`config.mk`:
```
export PLATFORM = sky130hd
export DESIGN_NAME = pipelined_adder_tree
export DESIGN_NICKNAME = d
export VERILOG_FILES = /design/src/rtl/adder_tree_pkg.sv /design/src/rtl/adder_tree_stage.sv /design/src/rtl/pipelined_adder_tree.sv
export SDC_FILE = /design/constraint.sdc
export NUM_CORES = 1
export LEC_CHECK = 0
export ABC_AREA = 1
export CORE_AREA = 2 2 177 179
export CTS_CLUSTER_SIZE = 30
export DETAILED_ROUTE_END_ITERATION = 6
export DIE_AREA = 0 0 179 181
export GPL_TIMING_DRIVEN = 0
export PLACE_DENSITY = 0.82
export SETUP_SLACK_MARGIN = 0.4
export SYNTH_ARGS = -nofsm -noshare
export SYNTH_HDL_FRONTEND = slang
export SYNTH_SLANG_ARGS = --single-unit
```
`constraint.sdc`:
```
create_clock -name clk -period 45.9 [get_ports clk]
set_clock_uncertainty 0.1 [all_clocks]
set_input_delay 9.18 -clock clk [delete_from_list [all_inputs] [get_ports clk]]
set_output_delay 9.18 -clock clk [all_outputs]
set_load 0.03 [all_outputs]
```
`src/rtl/adder_tree_pkg.sv`:
```
// Shared types and sizing helpers for the pipelined synapse adder tree.
// Sums fan in one level at a time, and the accumulator widens the result into SW bits.
package adder_tree_pkg;

    typedef enum logic {
        IDLE  = 1'b0,
        ACCUM = 1'b1
    } acc_state_e;

    function automatic int sum_width(input int w, input int n_stage, input int acc_bits);
        return w + n_stage + acc_bits;
    endfunction

    // Clamp bounds are returned 64 bits wide; callers keep the low sw bits.
    function automatic logic [63:0] sat_max(input int sw, input bit is_signed);
        return is_signed ? (64'd1 << (sw - 1)) - 64'd1 : (64'd1 << sw) - 64'd1;
    endfunction

    function automatic logic [63:0] sat_min(input int sw, input bit is_signed);
        return is_signed ? ~((64'd1 << (sw - 1)) - 64'd1) : 64'd0;
    endfunction

endpackage

```
`src/rtl/adder_tree_stage.sv`:
```
// One registered tree level: each pair of IN_W-bit elements is extended and summed to IN_W+1 bits.
// Flags: valid/first/last move forward together; first/last are forced low when valid is 0.
module adder_tree_stage #(
    parameter int IN_W    = 2,
    parameter int N_PAIRS = 1,
    parameter bit SIGNED  = 1'b1
) (
    input  logic                          clk,
    input  logic                          reset,
    input  logic                          in_valid,
    input  logic                          in_first,
    input  logic                          in_last,
    input  logic [2*N_PAIRS*IN_W-1:0]     in_data,
    output logic                          out_valid,
    output logic                          out_first,
    output logic                          out_last,
    output logic [N_PAIRS*(IN_W+1)-1:0]   out_data
);

    localparam int OUT_W = IN_W + 1;

    logic [N_PAIRS*OUT_W-1:0] sum_d;

    function automatic logic [OUT_W-1:0] ext(input logic [IN_W-1:0] x);
        return {(SIGNED ? x[IN_W-1] : 1'b0), x};
    endfunction

    for (genvar p = 0; p < N_PAIRS; p++) begin : g_pair
        assign sum_d[p*OUT_W +: OUT_W] = ext(in_data[2*p*IN_W +: IN_W])
                                       + ext(in_data[(2*p+1)*IN_W +: IN_W]);
    end

    always_ff @(posedge clk or posedge reset) begin
        if (reset) begin
            out_valid <= 1'b0;
            out_first <= 1'b0;
            out_last  <= 1'b0;
            out_data  <= '0;
        end else begin
            out_valid <= in_valid;
            out_first <= in_valid & in_first;
            out_last  <= in_valid & in_last;
            out_data  <= sum_d;
        end
    end

endmodule

```
`src/rtl/pipelined_adder_tree.sv`:
```
// Pipelined synapse adder tree followed by a saturating beat accumulator.
// Handshake: a beat is accepted whenever in_valid is 1 (there is no backpressure); sum_valid pulses once per group.
module pipelined_adder_tree
    import adder_tree_pkg::*;
#(
    parameter int  N_STAGE  = 6,
    parameter int  W        = 2,
    parameter bit  SIGNED   = 1'b1,
    parameter int  ACC_BITS = 4,
    localparam int N_IN     = 2**N_STAGE,
    localparam int SW       = sum_width(W, N_STAGE, ACC_BITS)
) (
    input  logic              clk,
    input  logic              reset,
    input  logic              in_valid,
    input  logic              in_first,
    input  logic              in_last,
    input  logic [N_IN*W-1:0] wx,
    output logic [SW-1:0]     sum_out,
    output logic              sum_valid,
    output logic              sat,
    output logic              proto_err,
    output acc_state_e        acc_state
);

    localparam int TW = W + N_STAGE;
    localparam logic [63:0] SAT_MAX64 = sat_max(SW, SIGNED);
    localparam logic [63:0] SAT_MIN64 = sat_min(SW, SIGNED);
    localparam logic [SW-1:0] SAT_MAX = SAT_MAX64[SW-1:0];
    localparam logic [SW-1:0] SAT_MIN = SAT_MIN64[SW-1:0];

    // All tree levels are packed into one flat bus. Level 0 is the registered input.
    function automatic int lvl_off(input int lvl);
        int o = 0;
        for (int j = 0; j < lvl; j++) o += (N_IN >> j) * (W + j);
        return o;
    endfunction

    localparam int TREE_BITS = lvl_off(N_STAGE + 1);
    localparam int TOP_OFF   = lvl_off(N_STAGE);

    logic [TREE_BITS-1:0] tree_data;
    logic [N_STAGE:0]     lvl_valid, lvl_first, lvl_last;
    logic [N_IN*W-1:0]    wx_q;
    logic                 valid_q, first_q, last_q;

    always_ff @(posedge clk or posedge reset) begin
        if (reset) begin
            wx_q    <= '0;
            valid_q <= 1'b0;
            first_q <= 1'b0;
            last_q  <= 1'b0;
        end else begin
            wx_q    <= wx;
            valid_q <= in_valid;
            first_q <= in_valid & in_first;
            last_q  <= in_valid & in_last;
        end
    end

    assign tree_data[N_IN*W-1:0] = wx_q;
    assign lvl_valid[0] = valid_q;
    assign lvl_first[0] = first_q;
    assign lvl_last[0]  = last_q;

    for (genvar i = 1; i <= N_STAGE; i++) begin : g_stage
        localparam int IN_W    = W + i - 1;
        localparam int N_PAIRS = N_IN >> i;
        adder_tree_stage #(
            .IN_W    (IN_W),
            .N_PAIRS (N_PAIRS),
            .SIGNED  (SIGNED)
        ) u_stage (
            .clk       (clk),
            .reset     (reset),
            .in_valid  (lvl_valid[i-1]),
            .in_first  (lvl_first[i-1]),
            .in_last   (lvl_last[i-1]),
            .in_data   (tree_data[lvl_off(i-1) +: 2*N_PAIRS*IN_W]),
            .out_valid (lvl_valid[i]),
            .out_first (lvl_first[i]),
            .out_last  (lvl_last[i]),
            .out_data  (tree_data[lvl_off(i) +: N_PAIRS*(IN_W+1)])
        );
    end

    logic [TW-1:0] tree_sum;
    logic          tv, tf, tl;

    assign tree_sum = tree_data[TOP_OFF +: TW];
    assign tv = lvl_valid[N_STAGE];
    assign tf = lvl_first[N_STAGE];
    assign tl = lvl_last[N_STAGE];

    acc_state_e    state_q, state_d;
    logic [SW-1:0] acc_q, acc_d, sum_d, clamped;
    logic          sticky_q, sticky_d, valid_d, sat_d, perr_d, restart, ovf;
    logic [SW:0]   tree_ext, acc_ext, raw;

    // The add is one bit wider than SW, so a carry out or sign change shows up as overflow.
    assign tree_ext = SIGNED ? {{(SW+1-TW){tree_sum[TW-1]}}, tree_sum}
                             : {{(SW+1-TW){1'b0}}, tree_sum};
    assign acc_ext  = {(SIGNED ? acc_q[SW-1] : 1'b0), acc_q};
    assign restart  = tf || (state_q == IDLE);
    assign raw      = (restart ? '0 : acc_ext) + tree_ext;
    assign ovf      = SIGNED ? (raw[SW] != raw[SW-1]) : raw[SW];
    assign clamped  = !ovf ? raw[SW-1:0] : ((SIGNED && raw[SW]) ? SAT_MIN : SAT_MAX);

    always_comb begin
        state_d  = state_q;
        acc_d    = acc_q;
        sticky_d = sticky_q;
        sum_d    = sum_out;
        sat_d    = sat;
        valid_d  = 1'b0;
        perr_d   = 1'b0;
        if (tv) begin
            perr_d   = ((state_q == IDLE) && !tf) || ((state_q == ACCUM) && tf);
            acc_d    = clamped;
            sticky_d = (restart ? 1'b0 : sticky_q) | ovf;
            if (tl) begin
                valid_d = 1'b1;
                sum_d   = clamped;
                sat_d   = (restart ? 1'b0 : sticky_q) | ovf;
                state_d = IDLE;
            end else begin
                state_d = ACCUM;
            end
        end
    end

    always_ff @(posedge clk or posedge reset) begin
        if (reset) begin
            state_q   <= IDLE;
            acc_q     <= '0;
            sticky_q  <= 1'b0;
            sum_out   <= '0;
            sum_valid <= 1'b0;
            sat       <= 1'b0;
            proto_err <= 1'b0;
        end else begin
            state_q   <= state_d;
            acc_q     <= acc_d;
            sticky_q  <= sticky_d;
            sum_out   <= sum_d;
            sum_valid <= valid_d;
            sat       <= sat_d;
            proto_err <= perr_d;
        end
    end

    assign acc_state = state_q;

endmodule

```
==> metrics.txt <==
die area 0.0324 mm²; element type at the critical path start flop; Sw Pwr 0.430 mW; First DRT Iteration DRCs 476; CP Max Fanout 3; Synth top area share 0.579; FILL cells about 2.0k; status complete, no violations; Clock Pin Slew Worst Setup and Hold Paths about 0.06 ns; worst-path cell chain clkdlybuf4s50_1; endpoint class of the critical path primary output; Post-CTS Setup Inserts 0; Sink Count 424; Slowest-stage cell, CP clkdlybuf4s50_1; P_int ~0.85 mW; CTS tree yes; DRC 0; CTS max path bufs 3; GP Congestion roughly 0.80; Post-Syn Nets between 1.5k and 2k; first-pass GRT wire length about 50 mm; number of port buffers 148; vias per cell roughly 4.8; ratio of cells with drive above 1 in the final layout 0.0591; WL per Instance ~14 µm; Reg area ~0.011 mm²; # H-tree levels 2; CTS Hold Bufs 0; syn avg cell area approximately 12 µm²; Clk Tree Root Cell clkbuf_16; minimum clock period around 11 ns; RSZ-0062 raised after global routing no; final net count around 2.1k; register area share after synthesis 0.579; routed via count 10.2k; Max Freq about 90 MHz; largest net degree at the start of global routing approximately 140; Async SR Flop Fraction 1.00; WP buf/inv 1; distinct cell type count after synthesis 24; num rows 64; Cell Area, Synth approximately 0.018 mm²; total gr overflow 0; largest area contributor in the synthesized netlist dfrtp_1; crit path DAT about 1.6 ns; VDD IR max between 40 and 50 µV; Clk Latency, worst-skew pair approximately 0.53 ns; pins over their slew limit 0; yosys warns 0; crit share post-route 0.237; Post-synth EDFFs 0; number of global-route vias before repair between 10k and 15k; power share of the clock group 0.266; dpl hpwl about 21 mm; DRT antenna net count 0; Lkg Pwr 11.0 nW; Synth area leaders dfrtp_1, ha_1, fa_1, inv_1, nand2_1; Sw Ratio 0.337; PwrDens between 50 and 60 mW/mm²; critical path class flop to primary output; worst hold path class flop to flop; CTS resizes 0; most frequent cells in the layout dfrtp_1, inv_1, nand2_1; Max-cap violations 0; final hold violations 0; GRT Overall Usage 0.197; Synth Instances around 1.5k; WL final roughly 30 mm; largest delay contributor family on the critical path buffers and inverters; setup_tns 0 ns; drt first pass iters 4; part of the power in combinational logic 0.345; Core ar. 0.0303 mm²; Worst-Margin Slew roughly 0.64 ns; Starting Density 0.603; ys flop type dfrtp_1; Reg power frac 0.389; Multi-input gate area between 0.006 and 0.007 mm²; commonest non-fill, non-tap cell in the layout dfrtp_1; relative slew slack 0.570; area grow syn2layout 18.9%; FF+latch count, synth 424; initial antenna violation count 0; chip width ~180 µm; Layout Utilization 0.718; CP peak stage delay roughly 0.69 ns; Req. time, crit path 36.62 ns; Die H approximately 180 µm; CTS Buf Count 44; ANT cells 0; endpoints failing setup 0; I/O pins 149
==> path summary, 6_finish.rpt <==
path | startpoint | end | slack [ns] | cells past startpoint
max | acc_state$_DFFE_PP0P_ | acc_state | 35.01 | 1
min | g_stage[2].u_stage.out_valid$_DFF_PP0_ | g_stage[3].u_stage.out_valid$_DFF_PP0_ | 0.30 | 0
max reg2reg | acc_state$_DFFE_PP0P_ | sticky_q$_DFFE_PP0P_ | 42.98 | 16
min reg2reg | g_stage[2].u_stage.out_valid$_DFF_PP0_ | g_stage[3].u_stage.out_valid$_DFF_PP0_ | 0.30 | 0
max in group asynchronous | reset | wx_q[80]$_DFF_PP0_ | 35.29 | 4
min in group asynchronous | reset | acc_q[11]$_DFFE_PP0P_ | 8.97 | 2
==> area by class of cell <==
type                       count  share of cell area
multi-input combinational    712               0.289
inverter                     359              0.0622
clock inverter                13             0.00609
timing repair buffer         151              0.0718
buffer                         8             0.00282
clock buffer                  60              0.0580
sequential                   424               0.487
tap                          396              0.0228
==> state kept, by name, indices dropped and copies added, names as in the netlist <==
register	count
g_stage.u_stage.out_data	246
wx_q	128
acc_q	12
sum_out	12
g_stage.u_stage.out_first	6
g_stage.u_stage.out_last	6
g_stage.u_stage.out_valid	6
acc_state	1
first_q	1
last_q	1
proto_err	1
sat	1
sticky_q	1
sum_valid	1
valid_q	1
==> power by group through the flow <==
stage | logic [mW] | clock network [mW] | registers [mW]
3_5_place_dp | 0.436 | 0 | 0.503
6_report | 0.440 | 0.340 | 0.497
2_1_floorplan | 0.333 | 0 | 0.495
3_3_place_gp | 0.412 | 0 | 0.502
4_1_cts | 0.445 | 0.348 | 0.498
5_1_grt | 0.505 | 0.365 | 0.505
==> synthesized netlist by cell type, types with 2 or more instances <==
cell type	count
o21ai_0	53
nor2_1	32
o2111ai_1	8
nand4_1	9
nand3_2	2
nand2_2	19
xor2_1	29
xnor2_1	35
ha_1	164
nor2_2	2
dfrtp_1	424
nand3_1	35
nand2_1	190
inv_1	357
clkbuf_1	3
a21oi_1	34
fa_1	96
buf_6	4
inv_2	2
==> layer usage <==
metal / wire length [µm] / GRT usage / up-vias / share of wire
met5: 0 / 0 / - / 0
met4: 621 / 0.0501 / 0 / 0.021
met3: 1200 / 0.0360 / 52 / 0.041
met2: 16200 / 0.366 / 199 / 0.55
met1: 11400 / 0.233 / 5101 / 0.39
li1: - / - / 4875 / -
==> worst reg2reg max path, cell delays in order (launching register included) <==
cell      delay, ns
dfrtp_1        0.40
ha_1           0.25
clkbuf_1       0.42
nand2_1        0.12
inv_1          0.08
ha_1           0.26
a21oi_1        0.22
nand2_1        0.10
nand2_1        0.13
nand3_2        0.09
nand2_1        0.07
nand2_1        0.08
nand2_2        0.11
buf_6          0.16
nand3_1        0.10
nand2_1        0.07
nand2_1        0.05
==> metrics by stage <==
step	setup WS, ns	cells	area [µm²]	total power, mW	hold slack (ns)
global placement	20.84	2047	20300	0.914	0.282
detailed placement	34.65	2050	20400	0.939	0.288
floorplan	24.82	1503	18300	0.828	0.274
finish	35.01	2123	21800	1.28	0.299
CTS	34.98	2123	21800	1.29	0.301
global route	34.97	2123	21800	1.37	0.308
==> cells by family after synthesis <==
group / Yosys count / share of synthesized area
xor gates and xnor gates: 64 / 0.0306
DFF: 424 / 0.579
adders and majority gates: 260 / 0.217
buffers and inverters: 367 / 0.0769
and+or+nand+nor: 290 / 0.0668
AOI/OAI and AO/OA: 98 / 0.0294
Note: power is estimated with default switching activity, not from simulation.
